## config.mk

```make
export PLATFORM = sky130hd
export DESIGN_NAME = yuv_chroma_upsampler
export DESIGN_NICKNAME = d
export VERILOG_FILES = /design/src/rtl/yuv_chroma_upsampler.sv
export SDC_FILE = /design/constraint.sdc
export NUM_CORES = 1
export LEC_CHECK = 0
export CAP_MARGIN = 30
export CORE_UTILIZATION = 40
export DETAILED_ROUTE_END_ITERATION = 7
export HOLD_SLACK_MARGIN = 0.12
export PLACE_DENSITY = 0.55
export SKIP_CTS_REPAIR_TIMING = 1
export SLEW_MARGIN = 5
export SYNTH_ARGS = -nofsm -noshare
export SYNTH_HDL_FRONTEND = slang
export SYNTH_SLANG_ARGS = --single-unit
```

## constraint.sdc

```tcl
create_clock -name clk -period 4.2 [get_ports clk]
set_input_delay 0.84 -clock clk [delete_from_list [all_inputs] [get_ports clk]]
set_output_delay 0.84 -clock clk [all_outputs]
set_load 0.005 [all_outputs]
```

## src/rtl/yuv_chroma_upsampler.sv

```systemverilog
// Reads planar Y and 2:1 horizontally subsampled U/V from SRAM and writes
// {Y,Y} {U,Uodd} {V,Vodd} triplets per pixel pair, interpolating odd chroma.
module yuv_chroma_upsampler #(
    parameter int unsigned ADDR_OUT = 0,
    parameter int unsigned ADDR_Y   = 115200,
    parameter int unsigned ADDR_U   = 153600,
    parameter int unsigned ADDR_V   = 172800,
    parameter int unsigned W        = 320,
    parameter int unsigned H        = 240,
    parameter int unsigned DW       = 16,
    parameter int unsigned AW       = 18
) (
    input  logic          clk,
    input  logic          reset,
    input  logic          start,
    output logic          done,
    output logic [AW-1:0] raddr,
    input  logic [DW-1:0] rdata,
    output logic [AW-1:0] waddr,
    output logic [DW-1:0] wdata,
    output logic          wr_enable
);

    localparam int unsigned SW     = DW / 2;
    localparam int unsigned GROUPS = W / 4;
    localparam int unsigned GW     = (GROUPS > 1) ? $clog2(GROUPS) : 1;
    localparam int unsigned RW     = (H > 1) ? $clog2(H) : 1;

    typedef enum logic [1:0] {StIdle, StLead, StGroup, StFlush} state_e;

    state_e        state_q, state_d;
    logic [2:0]    phase_q, phase_d;
    logic [GW-1:0] grp_q, grp_d;
    logic [RW-1:0] row_q, row_d;
    logic          done_d;
    logic          last_grp, last_row, last_grp_d, in_grp;
    logic          rd_y, rd_u, rd_v;
    logic [AW-1:0] y_ptr_q, u_ptr_q, v_ptr_q, y_ptr_d, u_ptr_d, v_ptr_d;
    logic [AW-1:0] y_base, u_base, v_base, raddr_d, w_ptr;
    logic [DW-1:0] u_a, u_b, v_a, v_b, y_hold, wdata_d;
    logic          pend_v, pend_last, wr_d;

    function automatic logic [SW-1:0] avg(input logic [SW-1:0] a, input logic [SW-1:0] b);
        logic [SW:0] s;
        s = {1'b0, a} + {1'b0, b} + (SW+1)'(1);
        return s[SW:1];
    endfunction

    assign last_grp   = (grp_q == GW'(GROUPS - 1));
    assign last_row   = (row_q == RW'(H - 1));
    assign last_grp_d = (grp_d == GW'(GROUPS - 1));
    assign in_grp     = (state_q == StGroup);

    always_comb begin
        state_d = state_q;
        phase_d = phase_q;
        grp_d   = grp_q;
        row_d   = row_q;
        done_d  = 1'b0;
        case (state_q)
            StIdle: begin
                if (start) begin
                    state_d = StLead;
                    phase_d = '0;
                    grp_d   = '0;
                    row_d   = '0;
                end
            end
            StLead: begin
                if (phase_q == 3'd1) begin
                    state_d = StGroup;
                    phase_d = '0;
                end else begin
                    phase_d = phase_q + 3'd1;
                end
            end
            StGroup: begin
                if (phase_q == 3'd5) begin
                    phase_d = '0;
                    if (!last_grp) begin
                        grp_d = grp_q + 1'b1;
                    end else begin
                        grp_d = '0;
                        if (last_row) begin
                            state_d = StFlush;
                        end else begin
                            state_d = StLead;
                            row_d   = row_q + 1'b1;
                        end
                    end
                end else begin
                    phase_d = phase_q + 3'd1;
                end
            end
            default: begin
                if (phase_q == 3'd1) begin
                    state_d = StIdle;
                    phase_d = '0;
                    done_d  = 1'b1;
                end else begin
                    phase_d = phase_q + 3'd1;
                end
            end
        endcase
    end

    // raddr is registered, so the read issued in a cycle is decoded from the next state.
    always_comb begin
        rd_y    = (state_d == StGroup) && (phase_d < 3'd2);
        rd_u    = ((state_d == StLead) && (phase_d == 3'd0)) ||
                  ((state_d == StGroup) && (phase_d == 3'd2) && !last_grp_d);
        rd_v    = ((state_d == StLead) && (phase_d == 3'd1)) ||
                  ((state_d == StGroup) && (phase_d == 3'd3) && !last_grp_d);
        y_base  = (state_q == StIdle) ? AW'(ADDR_Y) : y_ptr_q;
        u_base  = (state_q == StIdle) ? AW'(ADDR_U) : u_ptr_q;
        v_base  = (state_q == StIdle) ? AW'(ADDR_V) : v_ptr_q;
        raddr_d = raddr;
        y_ptr_d = y_base;
        u_ptr_d = u_base;
        v_ptr_d = v_base;
        if (rd_y) begin
            raddr_d = y_base;
            y_ptr_d = y_base + AW'(1);
        end else if (rd_u) begin
            raddr_d = u_base;
            u_ptr_d = u_base + AW'(1);
        end else if (rd_v) begin
            raddr_d = v_base;
            v_ptr_d = v_base + AW'(1);
        end
    end

    // Output word for the next cycle; the pair-1 V word spills into the following state.
    always_comb begin
        wr_d    = 1'b0;
        wdata_d = '0;
        if (pend_v) begin
            wr_d    = 1'b1;
            wdata_d = {v_a[SW-1:0], avg(v_a[SW-1:0], pend_last ? v_a[SW-1:0] : v_b[DW-1:SW])};
        end else if (in_grp) begin
            case (phase_q)
                3'd1: begin
                    wr_d    = 1'b1;
                    wdata_d = rdata;
                end
                3'd2: begin
                    wr_d    = 1'b1;
                    wdata_d = {u_a[DW-1:SW], avg(u_a[DW-1:SW], u_a[SW-1:0])};
                end
                3'd3: begin
                    wr_d    = 1'b1;
                    wdata_d = {v_a[DW-1:SW], avg(v_a[DW-1:SW], v_a[SW-1:0])};
                end
                3'd4: begin
                    wr_d    = 1'b1;
                    wdata_d = y_hold;
                end
                3'd5: begin
                    wr_d    = 1'b1;
                    wdata_d = {u_a[SW-1:0],
                               avg(u_a[SW-1:0], last_grp ? u_a[SW-1:0] : u_b[DW-1:SW])};
                end
                default: begin
                    wr_d    = 1'b0;
                    wdata_d = '0;
                end
            endcase
        end
    end

    always_ff @(posedge clk or negedge reset) begin
        if (!reset) begin
            state_q <= StIdle;
            phase_q <= '0;
            grp_q   <= '0;
            row_q   <= '0;
            raddr   <= '0;
            y_ptr_q <= '0;
            u_ptr_q <= '0;
            v_ptr_q <= '0;
            done    <= 1'b0;
        end else begin
            state_q <= state_d;
            phase_q <= phase_d;
            grp_q   <= grp_d;
            row_q   <= row_d;
            raddr   <= raddr_d;
            y_ptr_q <= y_ptr_d;
            u_ptr_q <= u_ptr_d;
            v_ptr_q <= v_ptr_d;
            done    <= done_d;
        end
    end

    always_ff @(posedge clk or negedge reset) begin
        if (!reset) begin
            u_a       <= '0;
            u_b       <= '0;
            v_a       <= '0;
            v_b       <= '0;
            y_hold    <= '0;
            pend_v    <= 1'b0;
            pend_last <= 1'b0;
            w_ptr     <= '0;
            waddr     <= '0;
            wdata     <= '0;
            wr_enable <= 1'b0;
        end else begin
            wr_enable <= wr_d;
            pend_v    <= in_grp && (phase_q == 3'd5);
            if (in_grp && (phase_q == 3'd5)) pend_last <= last_grp;
            if (wr_d) begin
                waddr <= w_ptr;
                wdata <= wdata_d;
                w_ptr <= w_ptr + AW'(1);
            end else if (state_q == StIdle) begin
                w_ptr <= AW'(ADDR_OUT);
            end
            if ((state_q == StLead) && (phase_q == 3'd1)) u_a <= rdata;
            else if (in_grp && (phase_q == 3'd5) && !last_grp) u_a <= u_b;
            if (in_grp && (phase_q == 3'd0) && (grp_q == '0)) v_a <= rdata;
            else if (pend_v && !pend_last) v_a <= v_b;
            if (in_grp && (phase_q == 3'd2)) y_hold <= rdata;
            if (in_grp && (phase_q == 3'd3) && !last_grp) u_b <= rdata;
            if (in_grp && (phase_q == 3'd4) && !last_grp) v_b <= rdata;
        end
    end

endmodule

```

Word level (Yosys, flattened, before mapping). Index checks and enable logic that the tools add are counted.

Bits of input ports: 19. Register bits after elaboration: 228.

Magnitude comparators: 1. Add/subtract/negate cells: 15. Equality and inequality tests: 19. Reductions and logical operators: 35. Mux-type cells: 48.

Operators by type and width (number): $mux W18 (14); $mux W16 (6); $pmux W16 S5 (1); $add A18 B1 Y18 const B (4); $mux W8 (6); $add A8 B8 Y9 (4); $add A9 B1 Y9 const B (4); $mux W7 (3); $logic_and A1 B1 Y1 (18); $pmux W8 S2 (1); $eq A7 B7 Y1 const B (2); $pmux W7 S2 (1); $eq A3 B2 Y1 const B (4); $mux W2 (6); $mux W3 (3); $add A8 B1 Y8 const B (1); $eq A8 B8 Y1 const B (1); $reduce_bool A2 Y1 (4); $add A7 B1 Y7 const B (1); $logic_not A7 Y1 (1); $eq A3 B1 Y1 const B (2); $eq A3 B3 Y1 const B (2); $logic_not A3 Y1 (2); $ne A2 B2 Y1 const B (3); other kinds (15) (24).

Logic depth before layout (Yosys ltp).
Depth in word-level cells: 12. Gate-level depth with buffers: 16.

Worst setup path before layout. OpenSTA, ideal clock, no wires.

Path type: reg2reg. Start: register grp_q[0]. End: register wdata[5]. Slack: 0.881 ns. Arrival time: 3.178 ns. Data required time: 4.060 ns. Period minus slack after synthesis: 3.319 ns. Stages on the path, launching flop included: 16. Cell sequence: dfrtp_1 > ha_1 > and3_1 > buf_6 > nand3_1 > clkbuf_1 > a21o_1 > inv_1 > fa_1 > o21ai_0 > a31o_2 > xor2_1 > mux2_2 > a22o_1 > a222oi_1 > o21ai_0.

Cells in the longest elaborated chain, start to end: 7.

Ends and longest elaborated chain: start, declared (line 33) `logic [GW-1:0] grp_q, grp_d;`; start signal, assigned (line 185) `grp_q <= grp_d;`; $eq A7 B7 Y1 (line 49) `assign last_grp = (grp_q == GW'(GROUPS - 1));`; $mux W8 (line 161) `avg(u_a[SW-1:0], last_grp ? u_a[SW-1:0] : u_b[DW-1:SW])};`; $add A8 B8 Y9 (line 45) `s = {1'b0, a} + {1'b0, b} + (SW+1)'(1);`; $add A9 B1 Y9 (line 45); $pmux W16 S5 (line 141) `case (phase_q)`; $mux W16 (line 140) `end else if (in_grp) begin`; $mux W16 (line 137) `if (pend_v) begin`; end signal, assigned (line 214) `wdata <= wdata_d;`; end, declared (line 20) `output logic [DW-1:0] wdata,`.

Every way passes these cells. A chain may end at the register's enable or synchronous reset.

Worst setup path after layout.
Start: register grp_q[1]. End: register wdata[5].

Same word-level chain as after synthesis.

==> metrics.md <==
| Metric | Value |
|---|---|
| Post-layout util | `a little under half` |
| Number of enable flip-flop cells after synthesis | `0` |
| Critical setup path kind | `reg2reg` |
| Ys async rst share | `100%` |
| First-pass GRT wire length | `54.8 mm` |
| WL per Instance | `about 19 um` |
| Status | `complete, but fails checks` |
| Mean Syn Cell Area | `about 9.5 um^2` |
| Starting Density | `slightly above 40%` |
| Synth area leader | `dfrtp_1` |
| Hold WC Path Type | `in2async` |
| CTS root buffer | `clkbuf_16` |
| Vias in the first global route | `about 9800` |
| Slew HR | `between 30 and 40%` |
| Synth top area share | `45.4%` |
| Diodes inserted | `0` |
| GPL Wtd Cong | `roughly 0.85` |
| Largest net degree at the start of global routing | `between 100 and 150` |
| Clock buffer depth | `3` |
| Max Clock Freq | `265 MHz` |
| Most used DFF post-synth | `dfrtp_1` |
| Most frequent cells in the layout | `228 x dfrtp_1, 193 x nand2_1, 125 x nor2_1, 71 x clkdlybuf4s50_1, 65 x mux2_2` |
| Crit path time final | `3780 ps` |
| PortBufs | `72` |
| Antenna violations before repair | `0` |
| Total wire length | `about 34 mm` |
| CP Data Required Time | `~4600 ps` |
| H-tree levels | `1` |
| Total CTS buffers | `28` |
| Final hold viol count | `0` |
| Clock skew | `26.1 ps` |
| Setup slack, reg-to-reg | `about 420 ps` |
| Post-DR vias/cell | `5.62` |
| RR Startpoint | `grp_q[1]$_DFF_PN0_` |
| Post-route setup TNS | `0 ps` |
| Post-synthesis simple-gate area fraction | `a little under a fifth` |
| CP Max Fanout | `9` |
| Post-Synth XOR/XNOR Area | `about 3.8%` |
| RSZ-0062 raised after global routing | `no` |
| Count of different cell masters after synthesis | `80` |
| Fraction of layout cells with a size suffix above 1 | `around 12%` |
| Arrival time worst endpoint | `approximately 4200 ps` |
| Synth Area in Compound Gates | `between 10% and 20%` |
| Total GRT Usage | `21.7%` |
| Mux cell area share after synthesis | `about 9.2%` |
| FF-to-FF End | `wdata[5]$_DFFE_PN0P_` |
| Initial DRT Pass Iterations | `7` |
| Max_cap viols | `0` |
| DR iter-0 viols | `803` |
| FF+latch count, synth | `about 230` |
| CORE AREA | `approximately 31000 um^2` |
| CTS Sinks | `approximately 230` |
| Die area | `roughly 32000 um^2` |
| # nets final | `approximately 1400` |
| Post-DP HPWL | `between 20 and 25 mm` |
| Final setup viols | `0` |
| Peak VDD IR | `between 400 and 500 uV` |
| Largest cells by area after synthesis | `dfrtp_1 45%, mux2_2 5.8%, nand2_1 5.8%` |
| Drt drc | `14` |
| Syn nets | `approximately 1400` |
| Syn Inst Count | `between 1000 and 1500` |
| Combinational family with the most area after synthesis | `simple AND/OR/NAND/NOR gates` |
| Vias | `just over 10000` |
| Die height | `~180 um` |
| Register area share after synthesis | `a little under half` |
| Adder-Cell Fraction of Synth Area | `between 4 and 5%` |
| Die W | `179 um` |
| Crit. End Element | `register` |
| Slew Viols, Final | `0` |
| Tcrit/Tclk final | `approximately nine tenths` |
| Clk slew on worst S/H paths | `~60 ps` |
| Lkg Pwr | `about 0.0063 uW` |
| Pwr Density | `about 790 nW/um^2` |
| CTS tree | `yes` |
| Ports | `73` |
| Antenna Nets Post-Route | `0` |
| Critical Path Start Type | `register` |
| Worst-margin pin slew | `932 ps` |
| Gr ovfl total | `0` |
| Failing checks | `DRC` |
| P&R area growth vs syn | `16.7%` |
| Clk_lat worst skew | `550 ps` |
| Most common cell after layout, fill and taps aside | `dfrtp_1` |
| Synth warn | `0` |
| FP Rows | `64` |
| Synthesized cell area | `approximately 13000 um^2` |
| Worst reg-to-reg path cell count | `15` |
==> cells in the mapped netlist, types with 4 or more instances <==
cell,number
a211oi_1,4
a21o_1,9
a21oi_1,57
a221oi_1,4
a22o_1,4
a22oi_1,24
a2bb2oi_1,4
a31oi_1,18
a32oi_1,7
and2_1,12
and3_1,14
buf_2,9
buf_6,6
clkbuf_1,47
dfrtp_1,228
fa_1,4
ha_1,38
inv_1,38
mux2_2,65
mux2i_1,40
nand2_1,193
nand2b_1,7
nand3_1,44
nand4_1,20
nor2_1,127
nor2b_1,17
nor3_1,13
nor4_1,8
o211ai_1,11
o21a_1,6
o21ai_0,59
o21ai_1,12
o221ai_1,5
o22ai_1,11
o2bb2ai_1,4
o311ai_0,4
o31ai_1,8
o41ai_1,4
or2_2,11
or3_1,11
xnor2_1,27
xor2_1,27
==> worst max-delay path, stage by stage (launching register included) <==
cell and delay [ps]:
dfrtp_1 390, ha_1 190, and3_1 310, nand3_1 360, buf_4 300, nand2_1 70
nand2_1 80, ha_1 300, a21oi_1 150, o21ai_0 170, a31o_2 300, xor2_1 150
mux2_2 270, a22o_1 200, a222oi_1 280, o21ai_0 120
==> registers in the layout, summed over array words and instances, names as in the netlist <==
signal / cells
pend_last: 1
wdata: 16
v_a: 16
grp_q: 7
w_ptr: 18
phase_q: 3
raddr: 18
waddr: 18
u_b: 16
wr_enable: 1
pend_v: 1
u_a: 16
v_b: 16
done: 1
y_hold: 16
state_q: 2
y_ptr_q: 18
v_ptr_q: 18
u_ptr_q: 18
row_q: 8
==> cell families after synthesis <==
group,after synthesis
AND/OR/NAND/NOR,494
AO/OA/AOI/OAI,289
flip-flops,228
multiplexers,106
buffers and inverters,103
XOR/XNOR,54
adder cells (fa/ha/maj),42
==> cell type report <==
type,count,area (um^2)
clock buffers,39,813
inverters,38,143
flip-flops and latches,228,5710
repair buffers,102,976
clock inverters,12,93.8
multi-input cells,985,6440
well taps,396,495
fillers,2932,16100
==> routing by layer <==
metal	global-route usage [%]	share of wire, %	vias to the layer above
met5	0	0	-
met3	2.97	4.1	65
li1	-	-	4834
met4	6.83	2.8	0
met1	30.1	47	4987
met2	35.0	47	235
==> metrics by stage <==
stage / cell area (um^2) / worst slack, ps / std cells / power (uW) / hold WS (ps)
after floorplan: 12600 / 881 / 1316 / 7390 / 453
after global placement: 13800 / 231 / 1749 / 9110 / 455
after detailed placement: 13800 / 154 / 1749 / 9180 / 455
after CTS: 14700 / 497 / 1800 / 11600 / 394
after global routing: 14700 / 222 / 1800 / 12400 / 409
final: 14700 / 420 / 1800 / 11500 / 312
==> worst max path at each step <==
| stage | start | end | slack (ps) | depth (start not counted) |
|---|---|---|---|---|
| 2_1_floorplan | grp_q[0]$_DFF_PN0_ | wdata[5]$_DFFE_PN0P_ | 880 | 15 |
| 3_3_place_gp | start | raddr[12]$_DFFE_PN0P_ | 230 | 9 |
| 3_5_place_dp | start | raddr[11]$_DFFE_PN0P_ | 150 | 9 |
| 4_1_cts | grp_q[1]$_DFF_PN0_ | wdata[5]$_DFFE_PN0P_ | 500 | 15 |
| 5_1_grt | grp_q[1]$_DFF_PN0_ | wdata[5]$_DFFE_PN0P_ | 220 | 14 |
| 6_report | grp_q[1]$_DFF_PN0_ | wdata[5]$_DFFE_PN0P_ | 420 | 15 |
==> power by group <==
part           switching [uW]  total [uW]  internal, uW
logic                    3210        5690          2480
registers                 614        3490          2880
clock network             957        2360          1410
Power figures use the tool's default switching activity.
